**config.mk**
```make
export PLATFORM = sky130hd
export DESIGN_NAME = ctrl_dispatcher
export DESIGN_NICKNAME = d
export VERILOG_FILES = /design/src/rtl/accel_pkg.sv /design/src/rtl/cmd_fifo.sv /design/src/rtl/ctrl_dispatcher.sv
export SDC_FILE = /design/constraint.sdc
export NUM_CORES = 1
export LEC_CHECK = 0
export BUFFER_PORTS_ARGS = -buffer_cell sky130_fd_sc_hd__buf_2
export CAP_MARGIN = 20
export CORE_ASPECT_RATIO = 0.5
export CORE_MARGIN = 3
export CORE_UTILIZATION = 40
export DETAILED_ROUTE_END_ITERATION = 8
export GPL_TIMING_DRIVEN = 0
export PLACE_DENSITY_LB_ADDON = 0.1
export SYNTH_ARGS = -nofsm -noshare
export SYNTH_HDL_FRONTEND = slang
export SYNTH_HIERARCHICAL = 1
export SYNTH_SLANG_ARGS = --single-unit
```
**constraint.sdc**
```tcl
create_clock -name clk -period 6.35 [get_ports clk]
set_input_delay 0.635 -clock clk [delete_from_list [all_inputs] [get_ports clk]]
set_output_delay 0.635 -clock clk [all_outputs]
set_load 0.05 [all_outputs]
```
**src/rtl/accel_pkg.sv**
```systemverilog
// Shared accelerator types: raw host command, decoded command, dispatcher
// FSM states and the command decode function.
package accel_pkg;

    localparam int UNIT_COUNT = 256;

    typedef enum logic [1:0] {
        OP_NOP     = 2'd0,
        OP_LOAD    = 2'd1,
        OP_STORE   = 2'd2,
        OP_COMPUTE = 2'd3
    } op_code_e;

    typedef enum logic [1:0] {
        COMP_ADD  = 2'd0,
        COMP_MUL  = 2'd1,
        COMP_MAC  = 2'd2,
        COMP_RELU = 2'd3
    } comp_type_e;

    // Raw command as issued by the host (22 bits).
    typedef struct packed {
        logic [7:0] unit_id;
        logic [5:0] ctrl;
        logic [7:0] cfg;
    } ctrl_packet_t;

    // Decoded command presented to the unit fabric (20 bits).
    typedef struct packed {
        logic [7:0] unit_id;
        op_code_e   op_code;
        comp_type_e comp_type;
        logic [3:0] addr;
        logic [2:0] size;
        logic       valid;
    } decoded_ctrl_t;

    typedef enum logic [1:0] {
        IDLE  = 2'd0,
        HOLD  = 2'd1,
        ISSUE = 2'd2
    } dsp_state_e;

    // Field extraction from a raw command; ctrl[1:0] is reserved and dropped.
    function automatic decoded_ctrl_t decode(input ctrl_packet_t p);
        decoded_ctrl_t d;
        logic [1:0]    reserved_unused;
        reserved_unused = p.ctrl[1:0];
        d.unit_id       = p.unit_id;
        d.op_code       = op_code_e'(p.ctrl[5:4]);
        d.comp_type     = comp_type_e'(p.ctrl[3:2]);
        d.addr          = p.cfg[7:4];
        d.size          = p.cfg[3:1];
        d.valid         = p.cfg[0];
        return d;
    endfunction

endpackage

```
**src/rtl/cmd_fifo.sv**
```systemverilog
// Synchronous command FIFO with full/empty flags. A push while full is
// accepted only when a pop happens in the same cycle.
module cmd_fifo #(
    parameter int WIDTH = 22,
    parameter int DEPTH = 4
) (
    input  logic             clk,
    input  logic             rst,
    input  logic             push,
    input  logic [WIDTH-1:0] wdata,
    input  logic             pop,
    output logic [WIDTH-1:0] rdata,
    output logic             full,
    output logic             empty
);
    localparam int            AW       = $clog2(DEPTH);
    localparam logic [AW:0]   FULL_CNT = (AW + 1)'(DEPTH);

    logic [WIDTH-1:0] mem [DEPTH];
    logic [AW-1:0]    wr_ptr;
    logic [AW-1:0]    rd_ptr;
    logic [AW:0]      count;
    logic             do_push;
    logic             do_pop;

    assign do_pop  = pop && !empty;
    assign do_push = push && (!full || do_pop);
    assign full    = (count == FULL_CNT);
    assign empty   = (count == '0);
    assign rdata   = mem[rd_ptr];

    // Payload storage, written on every accepted push.
    // NOTE: the array is deliberately not reset; count/pointers define which
    // entries are live, so stale contents are never observed.
    always_ff @(posedge clk) begin
        if (do_push) begin
            mem[wr_ptr] <= wdata;
        end
    end

    // Pointers and occupancy; pointers wrap for free because DEPTH is 2**AW.
    always_ff @(posedge clk) begin
        if (rst) begin
            wr_ptr <= '0;
            rd_ptr <= '0;
            count  <= '0;
        end else begin
            if (do_push) wr_ptr <= wr_ptr + 1'b1;
            if (do_pop)  rd_ptr <= rd_ptr + 1'b1;
            case ({do_push, do_pop})
                2'b10:   count <= count + 1'b1;
                2'b01:   count <= count - 1'b1;
                default: count <= count;
            endcase
        end
    end

endmodule

```
**src/rtl/ctrl_dispatcher.sv**
```systemverilog
// Command dispatcher: buffers host commands, decodes them, drops NOPs,
// stalls in order on busy units and tracks per-unit busy state.
module ctrl_dispatcher
    import accel_pkg::*;
#(
    parameter int FIFO_DEPTH = 4
) (
    input  logic          clk,
    input  logic          rst,
    input  logic          pkt_valid,
    output logic          pkt_ready,
    input  ctrl_packet_t  pkt,
    output logic          dsp_valid,
    input  logic          dsp_ready,
    output decoded_ctrl_t dsp,
    input  logic          done_valid,
    input  logic [7:0]    done_unit_id,
    output logic [8:0]    busy_count,
    output logic          idle,
    output logic          err_spurious
);
    localparam int PKT_W = $bits(ctrl_packet_t);

    dsp_state_e            state;
    dsp_state_e            state_next;
    decoded_ctrl_t         hold_q;
    logic [UNIT_COUNT-1:0] busy;
    logic [PKT_W-1:0]      fifo_rdata;
    logic                  fifo_full;
    logic                  fifo_empty;
    logic                  pop;
    logic                  issue;
    logic                  done_hit;
    logic                  done_spur;

    cmd_fifo #(
        .WIDTH (PKT_W),
        .DEPTH (FIFO_DEPTH)
    ) u_cmd_fifo (
        .clk   (clk),
        .rst   (rst),
        .push  (pkt_valid && pkt_ready),
        .wdata (pkt),
        .pop   (pop),
        .rdata (fifo_rdata),
        .full  (fifo_full),
        .empty (fifo_empty)
    );

    assign pkt_ready = !fifo_full;
    assign idle      = fifo_empty && (state == IDLE) && (busy_count == '0);
    assign done_hit  = done_valid && busy[done_unit_id];
    assign done_spur = done_valid && !busy[done_unit_id];

    // Next-state and output decode for the IDLE -> HOLD -> ISSUE sequence.
    // NOTE: every output gets a default before the case so no latch is inferred.
    always_comb begin
        state_next = state;
        pop        = 1'b0;
        issue      = 1'b0;
        dsp_valid  = 1'b0;
        dsp        = '0;
        case (state)
            IDLE: begin
                if (!fifo_empty) begin
                    pop        = 1'b1;
                    state_next = HOLD;
                end
            end
            HOLD: begin
                if (hold_q.op_code == OP_NOP) begin
                    state_next = IDLE;
                end else if (!busy[hold_q.unit_id]) begin
                    state_next = ISSUE;
                end
            end
            ISSUE: begin
                dsp_valid = 1'b1;
                dsp       = hold_q;
                if (dsp_ready) begin
                    issue      = 1'b1;
                    state_next = IDLE;
                end
            end
            default: state_next = IDLE;
        endcase
    end

    // FSM state register.
    // NOTE: sequential state uses non-blocking assignments so every register
    // samples pre-edge values regardless of block ordering.
    always_ff @(posedge clk) begin
        if (rst) state <= IDLE;
        else     state <= state_next;
    end

    // Hold register: captures the decoded FIFO head on each pop.
    always_ff @(posedge clk) begin
        if (rst) begin
            hold_q <= '0;
        end else if (pop) begin
            hold_q <= decode(ctrl_packet_t'(fifo_rdata));
        end
    end

    // Busy bitmap, its population count and the sticky spurious-done flag.
    // The issue set is written after the done clear so issue wins on a tie.
    always_ff @(posedge clk) begin
        if (rst) begin
            busy         <= '0;
            busy_count   <= '0;
            err_spurious <= 1'b0;
        end else begin
            if (done_hit) busy[done_unit_id]  <= 1'b0;
            if (issue)    busy[hold_q.unit_id] <= 1'b1;
            busy_count <= busy_count + 9'(issue) - 9'(done_hit);
            if (done_spur) err_spurious <= 1'b1;
        end
    end

endmodule
```
Yosys cells after proc, flatten, opt, wreduce, memory -nomap -nowiden:

Memory sizes are Yosys's and may differ from the RTL's. A register that Yosys moved wholly into a read port is not among the register bits.
Index checks and enable logic that the tools add are counted.

* flip-flop bits (word level): 275
* memory bits (writable): 88
* input port bits: 35
* memories: 1

Memory list
* u_cmd_fifo.mem: words 4, width 22, read ports 1, clocked after Yosys merged registers in 1, write ports 1, RTL line cmd_fifo.sv:19 `logic [WIDTH-1:0] mem [DEPTH];`

* add/subtract/negate cells: 6
* $lt $le $gt $ge: 4
* equal/unequal tests: 8
* mux-type cells: 25
* bitwise gates (word level): 3
* reductions and logical operators: 19

Operator list (count)
* 256-bit two-way mux: 3
* 256-bit bitwise AND: 1
* 256-bit inverter: 1
* 256-bit OR: 1
* 20-bit two-way mux: 1
* 8-bit by 9-bit < comparator with 1-bit output (second input constant): 2
* 1-bit binary-select mux with 8-bit select: 2
* 1-bit demux with 8-bit select: 2
* 8-bit by 1-bit greater-or-equal comparator with 1-bit output (second input constant): 2
* 1-bit two-way mux: 11
* 9-bit by 1-bit adder with 9-bit output: 1
* 1-bit logical AND: 9
* 9-bit logical NOT: 1
* 9-bit by 1-bit subtractor with 9-bit output: 1
* 2-bit two-way mux: 4
* 2-bit one-hot mux with 3 select lines: 1
* 3-bit one-hot mux with 2 select lines: 1
* 2-bit by 1-bit adder with 2-bit output (second input constant): 2
* 2-bit by 1-bit equality test with 1-bit output (second input constant): 2
* 2-bit equality test (second input constant): 2
* 2-bit logical NOT: 2
* 2-bit inequality test (second input constant): 2
* 3-bit by 1-bit adder with 3-bit output (second input constant): 1
* 3-bit equality test (second input constant): 1
* other kinds (7): 9

Logic depth before layout (Yosys ltp):

* word-level depth: 10
* mapped depth: 20
* mapped depth without buffers: 17

By module:

The synthesis kept the hierarchy.

Modules (own cells, without submodules)
* ctrl_dispatcher: times used 1, cells an instance 1564, area an instance 15447.3 um^2
* cmd_fifo: times used 1, cells an instance 168, area an instance 3666.0 um^2

Least setup slack after synthesis:

No wires, ideal clock.

* kind: in2reg
* start: input done_unit_id[1]
* end: register busy_count[8]
* setup time: 121 ps
* arrival time: 4548 ps
* required time: 6229 ps
* path slack: 1682 ps
* cell stages on the path: 19
* cell sequence: buf_2 > buf_2 > mux4_2 > mux4_2 > mux2_2 > mux2i_1 > o22ai_1 > o21a_1 > ha_1 > inv_1 > ha_1 > fa_1 > a21oi_1 > o21bai_1 > a21oi_1 > o21bai_1 > a21oi_1 > o21bai_1 > mux2_2

* longest elaborated chain between the ends: 4

RTL lines
* start: declaration: RTL line ctrl_dispatcher.sv:17 `input logic [7:0] done_unit_id,`
* 1-bit binary-select mux with 8-bit select: RTL line ctrl_dispatcher.sv:52 `assign done_hit = done_valid && busy[done_unit_id];`
* 1-bit two-way mux (not written as such): RTL line ctrl_dispatcher.sv:52
* 1-bit logical AND: RTL line ctrl_dispatcher.sv:52
* 9-bit by 1-bit subtractor with 9-bit output: RTL line ctrl_dispatcher.sv:116 `busy_count <= busy_count + 9'(issue) - 9'(done_hit);`
* end signal: assignment: RTL line ctrl_dispatcher.sv:116
* end: declaration: RTL line ctrl_dispatcher.sv:18 `output logic [8:0] busy_count,`

No other way between the ends. The select of a mux whose other input is x is not followed.
A chain may end at the register's enable or synchronous reset.

Final worst setup path:

* start: input done_unit_id[3]
* end: register busy_count[8]

Same word-level chain as after synthesis.

==> run_results.csv <==
group,metric,value,unit
run_status,status,"finished clean",
min_path,min_from,"pkt[17]",
setup_path,crit_arrival,5.73,ns
placed_design,dp_hpwl,54700,um
setup_path,r2r_start,"hold_q[15]",
synth,yosys_warnings,6,
min_path,min_path_cells,1,
sta,worstMarginPinSlew,1.34,ns
setup_path,cp_max_fo,10,
routing,ant_nets,0,
sta,setup-violations-final,0,
cts,clk_latency,0.55,ns
final_layout,drive_above_1_share,19.0,%
setup_path,worst_r2r_path_depth,9,
cts,cts_hold_buf,0,
sta,min_period,5.30,ns
routing,viasPerCell,6.69,
power_and_ir_drop,p_int,4.58,mW
job,max_cap_viol_count,0,
power_and_ir_drop,combinationalPowerShare,30.1,%
cts,clock_path_buffers,3,
final_layout,nNetsFinal,1886,
final_layout,syn_to_final_growth,12.9,%
cts,cts_tree,"yes",
min_path,hp-class,"in2reg",
final_layout,antenna_cells,0,
final_layout,final_common_cell,"dfxtp_1",
grt,antenna_found_initial,2,
cts,htreeDepth,2,
cts,clock-sinks,377,
synth,synthCells,1722,
synth,syn_nets,1776,
grt,track_usage,30.2,%
placed_design,gp_congestion,1.03,
sta,setup_ws,1.05,ns
cts,cts_made_buffers,38,
cts,clockRootBuffer,"clkbuf_16",
setup_path,critPathKind,"in2reg",
power_and_ir_drop,p_leak,6.67,nW
final_layout,final_cell_mix,"297 x dfxtp_1, 220 x o21ai_0, 198 x o211ai_1",
grt,grt_pass1_wl,111000,um
synth,syn_area_per_cell,10.9,um2
floorplan,io_pins,68,
cts,clk_pin_slew,0.06,ns
floorplan,die-width,313,um
cts,post_cts_buffers,0,
setup_path,r2r_setup_slack,1.66,ns
power_and_ir_drop,p_switching,2.61,mW
power_and_ir_drop,clockPowerShare,32.2,%
routing,drc,0,
sta,fin_skew,0.0183,ns
floorplan,start_util,41.1,%
grt,grt_pass1_vias,15776,
power_and_ir_drop,sequentialPowerShare,37.7,%
min_path,holdPathEnd,"u_cmd_fifo/mem[3][17]",
routing,drt-initial-drc-count,2404,
floorplan,dieArea,49900,um2
sta,setup-tns-final,0,ns
grt,grt_overflow,0,
placed_design,detailed_place.area,20000,um2
routing,firstDrtPassIters,6,
sta,hold_viol_final,0,
routing,post_drt_wl_per_cell,31.1,um
cts,cts_resized,0,
floorplan,core-area,45800,um2
final_layout,fin_area,21300,um2
setup_path,worstPathRequired,6.79,ns
sta,min_period_over_period,83.4,%
routing,finalWirelength,77200,um
setup_path,worst_setup_path_end_kind,"flop",
setup_path,reg2reg_to,"state[0]",
placed_design,dp_slack,0.618,ns
power_and_ir_drop,power.share.switching,36.3,%
setup_path,critPathLaunchType,"primary input",
grt,grt_max_degree,21,
sta,rsz0062_at_grt,"no",
sta,drv_slew,0,
power_and_ir_drop,peakVddDrop,0.163,mV
sta,slew_headroom,10.4,%
floorplan,std_cell_rows,55,
sta,max_freq,189,MHz
synth,synthesis.area,18800,um2
routing,vias,16623,
placed_design,io_buffers,61,
power_and_ir_drop,p_per_area,339,nW/um2
floorplan,die_h,159,um
-- per-stage QoR --
stage	hold WS, ns	std cells	utilization, %	power [mW]
final	0.305	2485	46.4	7.20
after global routing	0.298	2485	46.4	7.40
after CTS	0.291	2482	46.3	7.11
after detailed placement	0.448	2416	43.6	4.84
after global placement	0.445	2410	43.5	4.81
after floorplan	0.432	1722	-	4.06
-- power groups by stage --
stage	logic (mW)	clock network, mW	registers (mW)
2_1_floorplan	1.27	0	2.79
3_3_place_gp	2.04	0	2.77
3_5_place_dp	2.07	0	2.77
4_1_cts	2.08	2.32	2.72
5_1_grt	2.24	2.43	2.73
6_report	2.17	2.32	2.72
-- worst max-delay path by stage --
stage,from,endpoint,slack [ns],cells past startpoint
floorplan,done_unit_id[1],busy_count[8],1.68,19
global placement,done_unit_id[3],busy_count[8],0.55,19
detailed placement,done_unit_id[3],busy_count[8],0.62,20
CTS,done_unit_id[3],busy_count[8],1.17,20
global route,done_unit_id[3],busy_count[8],0.95,20
finish,done_unit_id[3],busy_count[8],1.05,20
-- final cells by class --
cell class	count	area, um2
sequential	377	8350
clock inverter	19	194
buffer	160	709
multi-input combinational	1154	9650
inverter	31	116
fill	4370	24600
clock buffer	47	1030
tap	627	785
timing repair buffer	70	425
-- metal layers --
layer | global-route usage [%] | wire [um]
met1 | 42.3 | 31600
met5 | 0 | 10
met3 | 11.2 | 10700
met4 | 12.1 | 3610
met2 | 42.2 | 31300
-- state kept, by name (all words and copies together) (netlist names), named ones only --
register,count
state,2
busy_count,9
busy,256
err_spurious,1
u_cmd_fifo/count,3
u_cmd_fifo/rd_ptr,2
u_cmd_fifo/wr_ptr,2
u_cmd_fifo/mem,80
hold_q,20
-- worst max-delay path: stages --
cell and delay (ns):
buf_2 0.20, buf_2 0.43, clkbuf_1 0.56, mux4_2 0.42, mux4_2 0.52, mux2_2 0.34, mux2i_1 0.14, o22ai_1 0.12
o21a_1 0.29, ha_1 0.32, inv_1 0.04, ha_1 0.20, fa_1 0.41, a21oi_1 0.17, o21bai_1 0.11, a21oi_1 0.16
o21bai_1 0.11, a21oi_1 0.18, o21bai_1 0.09, mux2_2 0.27
No activity file was read; power rests on OpenSTA's default activity.
